==> src/rtl/wb_stage.sv <==
`default_nettype none
// ============================================================================
// Module   : wb_stage
// Brief    : Write-back stage. Holds the MEM/WB pipeline register, selects the
//            ALU result or load data, and drives the register-file write port.
//            Supports stall and flush. Keeps a record of the last committed
//            write for the DDU. The optional retired-instruction counter is
//            enabled with the WB_RETIRE_CNT_EN macro.
// Revision : 1.0 - initial release
// ============================================================================
module wb_stage #(
    parameter int DW = 32,
    parameter int AW = 5
) (
    input  logic          clk,
    input  logic          rst,
    input  logic          Valid_mem,
    input  logic          RegWrite_mem,
    input  logic          MemtoReg_mem,
    input  logic [AW-1:0] RegWriteAddr_mem,
    input  logic [DW-1:0] ALUResult_mem,
    input  logic [DW-1:0] MemData_mem,
    input  logic          Stall_wb,
    input  logic          Flush_wb,
    output logic          RegWrite_wb,
    output logic [AW-1:0] RegWriteAddr_wb,
    output logic [DW-1:0] RegWriteData_wb,
    output logic          Valid_wb,
    output logic [AW-1:0] DDU_lastaddr,
    output logic [DW-1:0] DDU_lastdata
`ifdef WB_RETIRE_CNT_EN
    ,
    output logic [31:0]   RetireCnt
`endif
);

    logic          r_valid;
    logic          r_regwrite;
    logic [AW-1:0] r_addr;
    logic [DW-1:0] r_data;
    logic [AW-1:0] r_ddu_addr;
    logic [DW-1:0] r_ddu_data;

    logic [DW-1:0] w_wb_data;
    logic          w_regwrite;
    logic          w_commit;

    // Select write-back data and qualify the write enable ahead of the register;
    // a write to register 0 is suppressed but its address/data are still kept.
    always_comb begin
        w_wb_data  = MemtoReg_mem ? MemData_mem : ALUResult_mem;
        w_regwrite = RegWrite_mem & Valid_mem & (RegWriteAddr_mem != '0);
        w_commit   = r_regwrite & ~Stall_wb;
    end

    // MEM/WB pipeline register: reset > flush (bubble) > stall (hold) > load.
    always_ff @(posedge clk) begin
        if (rst) begin
            r_valid    <= 1'b0;
            r_regwrite <= 1'b0;
            r_addr     <= '0;
            r_data     <= '0;
        end else if (Flush_wb) begin
            r_valid    <= 1'b0;
            r_regwrite <= 1'b0;
            r_addr     <= '0;
            r_data     <= '0;
        end else if (!Stall_wb) begin
            r_valid    <= Valid_mem;
            r_regwrite <= w_regwrite;
            r_addr     <= RegWriteAddr_mem;
            r_data     <= w_wb_data;
        end
    end

    // Record the write only on the unstalled edge, so each instruction commits once.
    always_ff @(posedge clk) begin
        if (rst) begin
            r_ddu_addr <= '0;
            r_ddu_data <= '0;
        end else if (w_commit) begin
            r_ddu_addr <= r_addr;
            r_ddu_data <= r_data;
        end
    end

`ifdef WB_RETIRE_CNT_EN
    logic [31:0] r_retire_cnt;

    // Count each valid instruction leaving WB once; flush only kills the entrant.
    always_ff @(posedge clk) begin
        if (rst) begin
            r_retire_cnt <= '0;
        end else if (r_valid && !Stall_wb) begin
            r_retire_cnt <= r_retire_cnt + 32'd1;
        end
    end

    assign RetireCnt = r_retire_cnt;
`endif

    assign Valid_wb        = r_valid;
    assign RegWrite_wb     = r_regwrite;
    assign RegWriteAddr_wb = r_addr;
    assign RegWriteData_wb = r_data;
    assign DDU_lastaddr    = r_ddu_addr;
    assign DDU_lastdata    = r_ddu_data;

endmodule
`default_nettype wire

==> config.mk <==
export PLATFORM = sky130hd
export DESIGN_NAME = wb_stage
export DESIGN_NICKNAME = d
export VERILOG_FILES = /design/src/rtl/wb_stage.sv
export SDC_FILE = /design/constraint.sdc
export NUM_CORES = 1
export LEC_CHECK = 0
export CAP_MARGIN = 20
export CORE_MARGIN = 2
export CORE_UTILIZATION = 40
export CTS_BUF_LIST = sky130_fd_sc_hd__clkbuf_4 sky130_fd_sc_hd__clkbuf_8 sky130_fd_sc_hd__clkbuf_16
export DETAILED_ROUTE_END_ITERATION = 8
export GPL_TIMING_DRIVEN = 0
export PLACE_DENSITY = 0.84
export SKIP_LAST_GASP = 1
export SLEW_MARGIN = 20
export SYNTH_ARGS = -nofsm -noshare
export SYNTH_HDL_FRONTEND = slang
export SYNTH_SLANG_ARGS = --single-unit
export TNS_END_PERCENT = 100
==> constraint.sdc <==
create_clock -name clk -period 1.27 [get_ports clk]
set_input_delay 0.1905 -clock clk [delete_from_list [all_inputs] [get_ports clk]]
set_output_delay 0.1905 -clock clk [all_outputs]
set_load 0.01 [all_outputs]
# == Word-level counts from Yosys, hierarchy flattened ==
# Index checks and enable logic that the tools add are counted.
# word_totals
ff_bits,76
in_bits,76
out_inout_bits,76
wordCells,13
# op_classes
mux,1
bitwise_logic,4
reduce_logical,2
# op_table
operator,count
2-to-1 mux 32 bit,1
nonzero test 5 bit,1
bitwise AND 1 bit,3
OR reduction 2 bit,1
NOT 1 bit,1

# == Logic depth before layout (Yosys ltp) ==
# depth
depth_word,2
depth_mapped,5
ltp_nobuf,3

# == Worst setup path before layout ==
# No wires, ideal clock.
# synth_path
kind,register to register
from,register r_regwrite (netlist: RegWrite_wb)
to,register r_ddu_data[28] (netlist: DDU_lastdata[28])
setup_ps,70
arrival_ps,1034
required_time_ps,1200
path_slack_ps,166
path_stages_with_launch,6
path_buffers,2
period_less_slack_ps,1104
path_cell_list,dfxtp_1 -> nor2b_1 -> buf_2 -> buf_2 -> nand2_1 -> a21oi_1
# synth_between
elab_chain_cells,1
# synth_rtl
element,line_no,source
"start, declared",38,logic r_regwrite;
"start signal, assigned",70,r_regwrite <= w_regwrite;
bitwise AND 1 bit,53,w_commit = r_regwrite & ~Stall_wb;
"end signal, assigned",83,r_ddu_data <= r_data;
"end, declared",42,logic [DW-1:0] r_ddu_data;
# Every way passes these cells.
# A chain may end at the register's enable or synchronous reset.

# == Final worst setup path ==
# layout_path
from,input Stall_wb
to,register r_ddu_data[17] (netlist: DDU_lastdata[17])
# layout_between
elab_chain_cells,2
# layout_rtl
element,line_no,source
"start, declared",23,"input logic Stall_wb,"
NOT 1 bit,53,
bitwise AND 1 bit,53,
# Every way passes these cells.

==> results.cfg <==
[outcome]
status = finished, final reports clean

[cts]
cts.sinks = 76
postCtsSetupBuffers = 0
cts_tree = done
clock_latency_ns = 0.34
clkTransAtPathRegs_ns = 0.08
cts-buffers-inserted = 9
h-tree-depth = 3
cts_buffer_depth = 2
cts_root_buffer = clkbuf_8

[sta]
skew_ns = 0.0108
finalHoldViolations = 0
final.period_utilization = 0.947
finalMaxSlewViolations = 0
tightestPinTransition_ns = 0.499
slew_headroom = 0.667
setup_viol = 0
post-route-min-period_ns = 1.20
fmax_mhz = 832
rsz0062_at_grt = yes
tns_ns = 0

[setup_path]
crit_path_start_kind = input pin
worstPathArrival_ns = 1.47
cp-end-kind = flip-flop
worstPathRequired_ns = 1.54
r2r_start = RegWrite_wb
path_max_fanout = 10
startpoint = Stall_wb
worst-setup-path-type = input pin to flip-flop

[yosys]
yosys_warnings = 0
synth_edf_count = 0
avgSynthCellArea_um2 = 8.36
syn_inst = 360
ys_ff_latch = 76
async_flop_share = 0
ys_seq_area_frac = 0.506
ys_types = 18
syn-num-nets = 436
ys.flop_type = dfxtp_1
syn_area_um2 = 3010

[min_path]
min_path_type = input pin to flip-flop
hold_start = MemtoReg_mem

[global_routing]
grt_usage = 0.211
grt_pass1_wl_um = 14100
grt_pass1_vias = 2952
antenna_found_initial = 0
grt-ovfl-total = 0
grt_max_degree = 14

[drt]
totalWireLength_um = 8670
top_layer_used = met4
drc = 0
routed_via_density = 4.72
drt_pass1_iterations = 4
dr_wl_met2_um = 4310
wl_per_cell_um = 13.9
drt_iter0_markers = 33
met3_length_um = 666
ant_nets = 0
via_count = 2948
drt-met1-wl_um = 3590

[cells_and_area]
drive_above_1_share = 0.122
finalNetCount = 597
fill_cells = 659
diodes = 0
syn_to_final_growth_pct = 59.5

[power]
vdd_drop_max_uv = 704
power_leakage_uw = 0.00211
finalPower_uw = 5280
powerDensity_nw_per_um2 = 1100

[floorplanning]
die_y_um = 90.7
dieWidth_um = 90.7
ios = 152
start_util = 0.415
core_um2 = 7250
dieArea_um2 = 8230
rows = 31

[run]
cap_viol_max_count = 0

[placed_design]
port_buffers = 150
gp_congestion = 0.796
hpwl_um = 6560
stage by stage:
step / worst slack [ns] / std cells / instance area, um2 / utilization / hold WS, ns
2_1_floorplan: 0.166 / 360 / 3010 / - / 0.334
6_report: 0.0676 / 625 / 4800 / 0.661 / 0.403
4_1_cts: 0.0119 / 625 / 4790 / 0.660 / 0.408
3_3_place_gp: -0.440 / 609 / 4630 / 0.639 / 0.442
3_5_place_dp: -0.502 / 609 / 4630 / 0.639 / 0.447
5_1_grt: -0.0335 / 625 / 4800 / 0.661 / 0.447
critical path, cell delays in order:
cell and delay [ns]:
clkdlybuf4s50_1 0.52, nand2b_1 0.12, buf_4 0.18, buf_2 0.23, nand2_1 0.08, a21oi_1 0.15
synth_stat cells (2+ instances only):
| library cell | count | share of area |
|---|---|---|
| a211oi_1 | 2 | 0.0050 |
| a21oi_1 | 68 | 0.11 |
| buf_2 | 14 | 0.023 |
| buf_4 | 5 | 0.012 |
| clkbuf_1 | 7 | 0.0087 |
| dfxtp_1 | 76 | 0.51 |
| mux2_1 | 5 | 0.019 |
| mux2_2 | 25 | 0.094 |
| mux2i_1 | 8 | 0.027 |
| nand2_1 | 135 | 0.17 |
| nor2_1 | 8 | 0.010 |
what timing repair did:
item,in CTS,in global routing
gates resized for setup,80,6
hold buffers,0,0
endpoints found under the setup margin,106,50
power by group:
part	switching, uW	internal [uW]
Clock	875	1330
Sequential	32.7	2430
Combinational	244	372
metal layers:
metal,up-vias,global-route usage
met2,95,0.373
met1,1343,0.245
met3,10,0.0659
li1,1500,-
met4,0,0.0590
met5,-,0
cells by family (layout without fill, tap and decap cells):
logic type | Yosys count | after routing | share of synthesized area
AO/OA/AOI/OAI | 71 | 71 | 0.121
buffers and inverters | 28 | 194 | 0.0470
flip-flops | 76 | 76 | 0.506
multiplexers | 38 | 38 | 0.139
AND/OR/NAND/NOR | 147 | 147 | 0.187
layout make-up:
cell class	count	area, um2	area share
clock inverters	6	111	0.0232
multi-input cells	256	1350	0.280
flip-flops and latches	76	1520	0.317
repair buffers	150	1410	0.293
plain buffers	27	154	0.0321
clock buffers	10	131	0.0274
well taps	99	124	0.0258
inverters	1	3.75	0.000782
sequential cells by signal, summed over array words and instances (netlist names):
signal           count
DDU_lastaddr         5
DDU_lastdata        32
RegWriteAddr_wb      5
RegWriteData_wb     32
RegWrite_wb          1
Valid_wb             1
layout by cell type (no fill, tap or decap), types with 9 or more instances in the layout:
| master | n |
|---|---|
| buf_4 | 9 |
| a21oi_1 | 68 |
| buf_2 | 9 |
| clkbuf_8 | 9 |
| mux2_2 | 25 |
| clkdlybuf4s50_1 | 74 |
| dlygate4sd2_1 | 76 |
| dfxtp_1 | 76 |
| nand2_1 | 135 |
path summary, 6_finish.rpt:
check                              to  slack [ns]  cells past startpoint
hold reg to reg      DDU_lastdata[23]        0.45                      2
hold / removal    RegWriteData_wb[29]        0.40                      4
setup / recovery     DDU_lastdata[17]        0.07                      6
setup reg to reg      DDU_lastdata[6]        0.10                      5
(Power assumes the default switching activity.)
